File: src/rtl/lcd_score_writer.sv
// Converts a latched score/level to ASCII and streams a 2x16 screen image into the lcd buffer.
// Optional build macro LCD_SCORE_ZERO_BLANK_EN blanks leading zero score digits and a zero level tens digit.
module lcd_score_writer (
  input  logic        CLK,
  input  logic        RST,
  input  logic        start,
  input  logic [15:0] score,
  input  logic [3:0]  level,
  output logic        ready,
  output logic        done,
  output logic        row,
  output logic [3:0]  col,
  output logic [7:0]  char,
  output logic        we,
  input  logic        busy,
  output logic        update
);

  typedef enum logic [2:0] {
    IDLE, CONV, WAIT_FREE, WRITE, UPD, WAIT_ACK, WAIT_DONE
  } state_t;

  state_t      state, next_state;
  logic [15:0] bin_q;
  logic [3:0]  lvl_q;
  logic [19:0] bcd_q;
  logic [19:0] bcd_adj;
  logic [3:0]  conv_cnt;
  logic [4:0]  pos_q;
  logic [1:0]  ack_cnt;

  logic        accept;
  logic        conv_step;
  logic        write_fire;
  logic        upd_fire;
  logic        done_fire;
  logic [7:0]  wr_char;

  // State register
  always_ff @(posedge CLK or negedge RST) begin
    if (!RST) state <= IDLE;
    else      state <= next_state;
  end

  // Next-state logic
  always_comb begin
    // NOTE: every combinational output gets a default first, so no path can infer a latch.
    next_state = state;
    case (state)
      IDLE:      if (start)                      next_state = CONV;
      CONV:      if (conv_cnt == 4'd15)          next_state = WAIT_FREE;
      WAIT_FREE: if (!busy)                      next_state = WRITE;
      WRITE:     if (!busy && pos_q == 5'd31)    next_state = UPD;
      UPD:       if (!busy)                      next_state = WAIT_ACK;
      WAIT_ACK:  if (busy || ack_cnt == 2'd3)    next_state = WAIT_DONE;
      WAIT_DONE: if (!busy)                      next_state = IDLE;
      default:                                   next_state = IDLE;
    endcase
  end

  // Output decode; the first write is launched on the WAIT_FREE exit edge
  always_comb begin
    ready      = (state == IDLE);
    accept     = (state == IDLE) && start;
    conv_step  = (state == CONV);
    write_fire = ((state == WAIT_FREE) || (state == WRITE)) && !busy;
    upd_fire   = (state == UPD) && !busy;
    done_fire  = (state == WAIT_DONE) && !busy;
  end

  // Double-dabble correction: bump every nibble >= 5 before the shift
  always_comb begin
    bcd_adj = bcd_q;
    for (int i = 0; i < 5; i++) begin
      if (bcd_q[4*i +: 4] >= 4'd5) bcd_adj[4*i +: 4] = bcd_q[4*i +: 4] + 4'd3;
    end
  end

  logic [3:0] dig4, dig3, dig2, dig1, dig0;
  logic       lvl_tens;
  logic [3:0] lvl_units;
  logic [4:1] blank;
  logic       tens_blank;

  always_comb begin
    dig4      = bcd_q[19:16];
    dig3      = bcd_q[15:12];
    dig2      = bcd_q[11:8];
    dig1      = bcd_q[7:4];
    dig0      = bcd_q[3:0];
    lvl_tens  = (lvl_q >= 4'd10);
    lvl_units = lvl_tens ? (lvl_q - 4'd10) : lvl_q;
`ifdef LCD_SCORE_ZERO_BLANK_EN
    blank[4]   = (dig4 == 4'd0);
    blank[3]   = blank[4] && (dig3 == 4'd0);
    blank[2]   = blank[3] && (dig2 == 4'd0);
    blank[1]   = blank[2] && (dig1 == 4'd0);
    tens_blank = !lvl_tens;
`else
    blank      = 4'b0000;
    tens_blank = 1'b0;
`endif
  end

  // Screen image: pos[4] selects the row, pos[3:0] the column
  always_comb begin
    wr_char = 8'h20;
    case (pos_q)
      5'd0:  wr_char = "S";
      5'd1:  wr_char = "C";
      5'd2:  wr_char = "O";
      5'd3:  wr_char = "R";
      5'd4:  wr_char = "E";
      5'd11: wr_char = blank[4] ? 8'h20 : {4'h3, dig4};
      5'd12: wr_char = blank[3] ? 8'h20 : {4'h3, dig3};
      5'd13: wr_char = blank[2] ? 8'h20 : {4'h3, dig2};
      5'd14: wr_char = blank[1] ? 8'h20 : {4'h3, dig1};
      5'd15: wr_char = {4'h3, dig0};
      5'd16: wr_char = "L";
      5'd17: wr_char = "E";
      5'd18: wr_char = "V";
      5'd19: wr_char = "E";
      5'd20: wr_char = "L";
      5'd30: wr_char = tens_blank ? 8'h20 : {7'h18, lvl_tens};
      5'd31: wr_char = {4'h3, lvl_units};
      default: ;
    endcase
  end

  // Datapath and registered outputs
  always_ff @(posedge CLK or negedge RST) begin
    if (!RST) begin
      bin_q    <= '0;
      lvl_q    <= '0;
      bcd_q    <= '0;
      conv_cnt <= '0;
      pos_q    <= '0;
      ack_cnt  <= '0;
      we       <= 1'b0;
      update   <= 1'b0;
      done     <= 1'b0;
      row      <= 1'b0;
      col      <= 4'd0;
      char     <= 8'h20;
    end else begin
      // NOTE: sequential state uses non-blocking assignments so every register sees pre-edge values.
      we      <= write_fire;
      update  <= upd_fire;
      done    <= done_fire;
      ack_cnt <= (state == WAIT_ACK) ? ack_cnt + 2'd1 : 2'd0;
      if (accept) begin
        bin_q    <= score;
        lvl_q    <= level;
        bcd_q    <= '0;
        conv_cnt <= '0;
        pos_q    <= '0;
      end
      if (conv_step) begin
        bcd_q    <= {bcd_adj[18:0], bin_q[15]};
        bin_q    <= {bin_q[14:0], 1'b0};
        conv_cnt <= conv_cnt + 4'd1;
      end
      if (write_fire) begin
        row   <= pos_q[4];
        col   <= pos_q[3:0];
        char  <= wr_char;
        pos_q <= pos_q + 5'd1;
      end
    end
  end

endmodule

File: config.mk
export PLATFORM = sky130hd
export DESIGN_NAME = lcd_score_writer
export DESIGN_NICKNAME = d
export VERILOG_FILES = /design/src/rtl/lcd_score_writer.sv
export SDC_FILE = /design/constraint.sdc
export NUM_CORES = 1
export LEC_CHECK = 0
export BUFFER_PORTS_ARGS = -buffer_cell sky130_fd_sc_hd__buf_2
export CORE_MARGIN = 2
export CORE_UTILIZATION = 45
export CTS_CLUSTER_SIZE = 24
export DETAILED_ROUTE_END_ITERATION = 8
export GPL_ROUTABILITY_DRIVEN = 0
export PLACE_DENSITY_LB_ADDON = 0.2
export SLEW_MARGIN = 20
export SYNTH_ARGS = -nofsm -noshare
export SYNTH_HDL_FRONTEND = slang
export SYNTH_SLANG_ARGS = --single-unit
export TNS_END_PERCENT = 100
File: constraint.sdc
create_clock -name CLK -period 2.58 [get_ports CLK]
set_input_delay 0.387 -clock CLK [delete_from_list [all_inputs] [get_ports CLK]]
set_output_delay 0.387 -clock CLK [all_outputs]
set_load 0.01 [all_outputs]
==> impl_metrics.py, run 1 <==
metrics = {
    "routing": {
        "drc": 0,
        "drtIter0Drc": 144,
        "drtAntennaViolNets": 0,
        "via_count": 2985,
        "routed_wirelength_um": 8130,
        "via_per_inst": 5.60,
        "routedWlPerCell_um": 15.2,
        "dr.pass1.iters": 4,
    },
    "synthesis": {
        "synth_common_cells": "dfrtp_1, nand2_1, o21ai_0, nor2_1, clkbuf_1",
        "synth_cell_types": 53,
        "synth_seq_cells": 69,
        "synth_top_area_share_pct": 45.5,
        "syn_area_per_cell_um2": 9.53,
        "syn_nets": 435,
        "synth_ff_type": "dfrtp_1",
        "async_reset_ff_share_pct": 100,
        "yosysSeqAreaShare_pct": 46.2,
        "yosysMostFrequentCell": "dfrtp_1",
        "synthTopCellsByArea": "dfrtp_1, ha_1, nand2_1, o21ai_0, mux2i_1",
        "syn_inst": 392,
        "yosysTopAreaCell": "dfrtp_1",
        "syn_area_mm2": 0.00374,
        "yosys_warnings": 0,
        "synth_edf_count": 0,
    },
    "power": {
        "power_frac_comb_pct": 37.0,
        "p_sw_share_pct": 37.8,
        "seq_power_share_pct": 38.6,
        "finalPower_mw": 4.45,
        "power.density_mw_per_mm2": 1040,
        "clockPowerShare_pct": 24.4,
        "ir_drop_mv": 0.346,
        "p_int_mw": 2.77,
        "p_leak_nw": 1.88,
        "p_sw_mw": 1.68,
    },
    "clock_network": {
        "cts_buffer_depth": 2,
        "cts_buffers": 9,
        "cts_resized": 0,
        "cts_hold_buf": 0,
        "root_buffer": "clkbuf_8",
        "cts_tree": "built",
        "clkSlewWorstSetupHoldPaths_ns": 0.08,
        "h-tree-depth": 3,
        "clk_latency_ns": 0.35,
        "cts_setup_buffers": 0,
        "cts.sinks": 69,
    },
    "cells_and_area": {
        "seq_area_mm2": 0.00173,
        "layout-drive-gt1-share_pct": 17.8,
        "layout.nets": 466,
        "fin_area_mm2": 0.00429,
        "n_antenna_cell": 0,
        "multi_input_area_mm2": 0.00184,
        "fill_cells": 737,
        "final_core_util_pct": 52.7,
        "syn2layout_area_growth_pct": 14.7,
    },
    "global_routing": {
        "grt_max_degree": 44,
        "grt_pass1_vias": 2873,
        "grt-ovfl-total": 0,
        "grt_first_pass_wirelength_um": 13700,
        "grt_antenna_before_repair": 0,
        "grt_util_all_layers_pct": 19.5,
    },
    "sta": {
        "tns_ns": 0,
        "maxSlewHeadroom_pct": 50.5,
        "hold_ws_ns": 0.0424,
        "setup_violations": 0,
        "fin_crit_sh_pct": 85.7,
        "period_needed_ns": 2.21,
        "worst_pin_slew_ns": 0.743,
        "skew_ns": 0.00881,
        "rsz0062_at_grt": "no",
        "slew_violations": 0,
        "hold_violations": 0,
        "clock.fmax_mhz": 452,
    },
    "die": {
        "die_h_um": 95.1,
        "num_io_pins": 41,
        "start_util_pct": 45.9,
        "rows": 33,
        "die-area_mm2": 0.00905,
        "core-area_mm2": 0.00813,
        "die_w_um": 95.1,
    },
    "setup_path": {
        "start_kind": "flip-flop",
        "cp-end-kind": "flip-flop",
        "critPathKind": "reg2reg",
        "critPathArrivalTime_ns": 2.42,
        "worst_ep_required_time_ns": 2.79,
        "crit_fanout": 10,
    },
    "placed_design": {
        "dp_hpwl_um": 5490,
        "port_buffers": 39,
        "postPlaceCellArea_mm2": 0.00404,
    },
    "worst_hold_path": {
        "hold_class": "in2async",
    },
    "outcome": {
        "status": "finished clean",
    },
    "flow_run": {
        "drv_cap": 0,
    },
}
## critical path, cell delays in order, from the launching register on
cell and delay, ns:
dfrtp_1 0.45, ha_1 0.40, and3_1 0.26, ha_1 0.33, nand3b_1 0.15, nand3b_1 0.11, o311ai_0 0.20, mux2i_1 0.18
## path summary, 6_finish.rpt
kind	startpoint	end	slack, ns	cells past startpoint
max in group asynchronous	RST	bcd_q[19]$_DFFE_PN0P_	1.78	2
min in group CLK	level[2]	lvl_q[2]$_DFFE_PN0P_	0.24	3
worst max register to register	pos_q[0]$_DFFE_PN0P_	state[1]$_DFFE_PN0P_	0.37	7
worst min-delay path	RST	we$_DFF_PN0_	0.04	1
worst max-delay path	pos_q[0]$_DFFE_PN0P_	state[1]$_DFFE_PN0P_	0.37	7
worst min register to register	ack_cnt[0]$_DFF_PN0_	ack_cnt[0]$_DFF_PN0_	0.44	1
## state kept, by name (all words and copies together) (netlist names)
name,count
ack_cnt,2
bcd_q,20
bin_q,16
char,7
col,4
conv_cnt,4
done,1
lvl_q,4
pos_q,5
row,1
state,3
update,1
we,1
## final cells by class
cell class	instances	area share, %
clock buffer	9	2.89
clock inverter	7	2.83
inverter	18	1.58
multi-input combinational	277	42.9
sequential	69	40.3
tap	105	3.06
timing repair buffer	48	6.42
## cell usage in the layout, fill, tap and decap left out, types with 2 or more instances in the layout
cell,count
nor2_1,23
dfrtp_1,68
clkbuf_8,9
ha_1,19
and3_1,2
xor2_1,4
nand4_1,3
xnor2_1,5
o31ai_1,8
nor4_1,2
a21oi_1,10
inv_1,18
buf_4,8
o32a_1,3
o22ai_1,11
buf_2,39
nand2b_1,8
clkinv_4,2
bufinv_16,3
a32oi_1,3
nand2_1,58
mux2_2,7
nand3_1,2
a31oi_1,5
o21ai_0,41
nor2b_1,3
nand3b_1,3
a222oi_1,3
o32ai_1,4
mux2i_1,17
a32o_1,5
o211ai_1,2
nor3_1,4
## per-layer routing
metal	vias up	track usage (%)	share of wire [%]
met3	10	6.40	4.5
li1	1459	-	-
met5	-	0	0
met1	1438	25.0	47
met2	78	31.2	47
met4	0	6.16	1.7
## power by group through the flow
stage	sequential [mW]	clock, mW	combinational [mW]
after floorplan	1.67	0	1.23
after global placement	1.72	0	1.60
after detailed placement	1.74	0	1.63
after CTS	1.72	1.11	1.65
after global routing	1.76	1.16	1.88
final	1.72	1.09	1.65
## logic make-up (layout without fill, tap and decap cells)
| kind of cell | count (synthesis) | after routing | share of synthesized area [%] |
|---|---|---|---|
| AO/OA/AOI/OAI | 106 | 106 | 18.6 |
| XOR/XNOR | 9 | 9 | 2.11 |
| adder cells (fa/ha/maj) | 19 | 19 | 6.36 |
| buffers and inverters | 46 | 82 | 4.89 |
| flip-flops | 69 | 69 | 46.2 |
| multiplexers | 24 | 24 | 6.66 |
| other | 1 | 1 | 0.100 |
| AND/OR/NAND/NOR | 118 | 118 | 15.0 |
## through the flow
stage | cells | setup WS (ns)
2_1_floorplan | 392 | 0.599
3_3_place_gp | 517 | 0.516
3_5_place_dp | 517 | 0.443
4_1_cts | 533 | 0.405
6_report | 533 | 0.369
5_1_grt | 533 | 0.241
No activity file was read; power rests on OpenSTA's default activity.
==> inputs of run 2 (changes only) <==
--- a/config.mk
+++ b/config.mk
@@ -5,8 +5,9 @@
 export SDC_FILE = /design/constraint.sdc
 export NUM_CORES = 1
 export LEC_CHECK = 0
+export ABC_AREA = 1
 export BUFFER_PORTS_ARGS = -buffer_cell sky130_fd_sc_hd__buf_2
-export CORE_MARGIN = 2
+export CORE_ASPECT_RATIO = 0.5
 export CORE_UTILIZATION = 45
 export CTS_CLUSTER_SIZE = 24
 export DETAILED_ROUTE_END_ITERATION = 8
==> run 2 against run 1 <==
Against the previous run: power up 10%; highest routed layer unchanged; sequential cell count unchanged; sequential power up 4%; setup slack better by 0.38 ns; critical path depth up 5; largest cell class unchanged.
==> impl_metrics.py, run 2 <==
metrics = {
    "setup_path": {
        "rr_endpoint": "char[2]$_DFFE_PN0P_",
        "crit_fanout": 6,
        "critPathKind": "reg2reg",
        "worst_ep_required_time_ns": 2.80,
        "cpMaxStageDelayCell": "dfrtp_1",
        "cp_cell_sequence": "ha_1 -> inv_1 -> nor2_1 -> ha_1 -> nand2_1 -> inv_1 -> a21oi_1 -> nand2_1 -> nor2_1 -> nand3_1 -> nand2_1 -> nand2_1",
        "slowest_delay_ns": 0.43,
        "rr_startpoint": "pos_q[0]$_DFFE_PN0P_",
        "reg2reg_slack_ns": 0.74,
        "crit_path_frequent_cell": "nand2_1",
        "start_kind": "flip-flop",
        "cp-end-kind": "flip-flop",
        "cp.depth": 12,
        "path_buf_inv": 2,
        "critPathArrivalTime_ns": 2.05,
        "reg2reg_depth": 12,
        "path_delay_family": "simple AND/OR/NAND/NOR gates",
    },
    "synthesis": {
        "yosysSeqAreaShare_pct": 44.1,
        "syn_area_per_cell_um2": 7.75,
        "syn_inst": 506,
        "synthTopCellsByArea": "dfrtp_1, nand2_1, inv_1, ha_1, o21ai_0",
        "yosysTopAreaCell": "dfrtp_1",
        "yosys_warnings": 0,
        "yosysMostFrequentCell": "nand2_1",
        "async_reset_ff_share_pct": 100,
        "synth_common_cells": "nand2_1, dfrtp_1, inv_1, o21ai_0, nand3_1",
        "syn_area_mm2": 0.00392,
        "synth_seq_cells": 69,
        "synth_top_area_share_pct": 43.4,
        "syn_nets": 549,
        "synth_cell_types": 32,
        "synth_edf_count": 0,
        "synth_ff_type": "dfrtp_1",
    },
    "routing": {
        "via_count": 3397,
        "via_per_inst": 5.15,
        "drtIter0Drc": 126,
        "dr.pass1.iters": 5,
        "routedWlPerCell_um": 12.5,
        "routed_wirelength_um": 8220,
        "drc": 0,
        "drtAntennaViolNets": 0,
    },
    "power": {
        "p_sw_mw": 2.02,
        "p_leak_nw": 2.23,
        "clockPowerShare_pct": 23.8,
        "power_frac_comb_pct": 39.8,
        "seq_power_share_pct": 36.4,
        "power.density_mw_per_mm2": 1100,
        "finalPower_mw": 4.92,
        "p_int_mw": 2.90,
        "ir_drop_mv": 0.450,
        "p_sw_share_pct": 41.1,
    },
    "flow_run": {
        "drv_cap": 0,
    },
    "clock_network": {
        "h-tree-depth": 3,
        "cts_buffers": 9,
        "clk_latency_ns": 0.33,
        "cts_setup_buffers": 0,
        "cts_hold_buf": 0,
        "cts.sinks": 69,
        "clkSlewWorstSetupHoldPaths_ns": 0.05,
        "root_buffer": "clkbuf_16",
        "cts_tree": "built",
        "cts_resized": 0,
        "cts_buffer_depth": 2,
    },
    "sta": {
        "period_needed_ns": 1.84,
        "setup_violations": 0,
        "hold_ws_ns": 0.0553,
        "skew_ns": 0.00479,
        "hold_violations": 0,
        "slew_violations": 0,
        "layout_setup_ws_ns": 0.744,
        "rsz0062_at_grt": "no",
        "tns_ns": 0,
        "clock.fmax_mhz": 545,
        "fin_crit_sh_pct": 71.2,
    },
    "cells_and_area": {
        "fill_cells": 770,
        "final_common_cell": "nand2_1",
        "largest_reg_flops": 20,
        "regMostFlops": "bcd_q",
        "syn2layout_area_growth_pct": 13.7,
        "fin_area_mm2": 0.00446,
        "layout-drive-gt1-share_pct": 13.7,
        "largestRegisters": "bcd_q (20), bin_q (16), char (7)",
        "n_antenna_cell": 0,
        "layout.nets": 587,
        "layout_common_cells": "nand2_1, dfrtp_1, inv_1",
    },
    "outcome": {
        "status": "finished clean",
    },
    "worst_hold_path": {
        "hold_class": "in2async",
    },
    "die": {
        "rows": 23,
        "num_io_pins": 41,
        "die_h_um": 68.0,
        "start_util_pct": 47.6,
        "core-area_mm2": 0.00823,
        "die-area_mm2": 0.00911,
        "die_w_um": 134,
    },
    "global_routing": {
        "grt_pass1_vias": 3131,
        "grt_first_pass_wirelength_um": 14500,
        "grt-ovfl-total": 0,
        "grt_antenna_before_repair": 0,
        "grt_util_all_layers_pct": 20.8,
        "grt_max_degree": 70,
    },
    "placed_design": {
        "dp_hpwl_um": 5570,
        "dp_slack_ns": 0.770,
        "port_buffers": 39,
        "postPlaceCellArea_mm2": 0.00418,
    },
}
run 2: cell count changes in the layout (fill, tap and decap cells not counted), moves of 6 or more:
cell / change
a21oi_1: +14
buf_4: -6
clkbuf_16: +9
clkbuf_8: -9
inv_1: +46
mux2i_1: -17
nand2_1: +63
nand2b_1: -8
nand3_1: +36
nor2_1: +8
o21ai_1: +36
o31ai_1: -6
run 2: layer usage:
metal / GRT usage, % / part of all wire, %
met4: 6.96 / 1.0
met5: 0 / 0
met2: 33.2 / 43
met3: 6.15 / 5.8
met1: 27.5 / 50
run 2: final cells by class:
type	instances	area (um2)	share of cell area, %
multi-input cells	352	1820	40.8
flip-flops and latches	69	1730	38.8
inverters	70	265	5.95
clock buffers	13	240	5.39
repair buffers	42	230	5.17
well taps	112	140	3.15
clock inverters	2	35.0	0.786
run 2: logic make-up after synthesis:
family,Yosys count,synth area share [%]
and+or+nand+nor,208,23.0
AOI/OAI and AO/OA,118,15.7
buffers and inverters,85,9.58
DFF,69,44.1
adders and majority gates,19,6.06
xor gates and xnor gates,4,0.894
muxes,2,0.574
other,1,0.0957
run 2: worst max path at each step:
stage                                 endpoint                  from  slack, ns
after detailed placement  state[0]$_DFFE_PN0P_  pos_q[0]$_DFFE_PN0P_       0.77
after global routing      state[0]$_DFFE_PN0P_  pos_q[0]$_DFFE_PN0P_       0.56
final                      char[2]$_DFFE_PN0P_  pos_q[0]$_DFFE_PN0P_       0.74
after floorplan           state[2]$_DFFE_PN0P_  pos_q[0]$_DFFE_PN0P_       0.97
after global placement    state[2]$_DFFE_PN0P_  pos_q[0]$_DFFE_PN0P_       0.84
after CTS                 state[2]$_DFFE_PN0P_  pos_q[0]$_DFFE_PN0P_       0.75
run 2: power by group through the flow:
stage	clock [mW]	sequential [mW]	combinational [mW]
after floorplan	0	1.76	1.59
after global placement	0	1.80	1.93
after detailed placement	0	1.80	1.95
after CTS	1.20	1.79	1.97
after global routing	1.26	1.84	2.30
final	1.17	1.79	1.96
run 2: stage by stage:
step / util, % / cells
6_report: 54.1 / 660
5_1_grt: 54.1 / 660
4_1_cts: 54.1 / 660
3_5_place_dp: 50.8 / 645
3_3_place_gp: 50.8 / 645
2_1_floorplan: - / 506
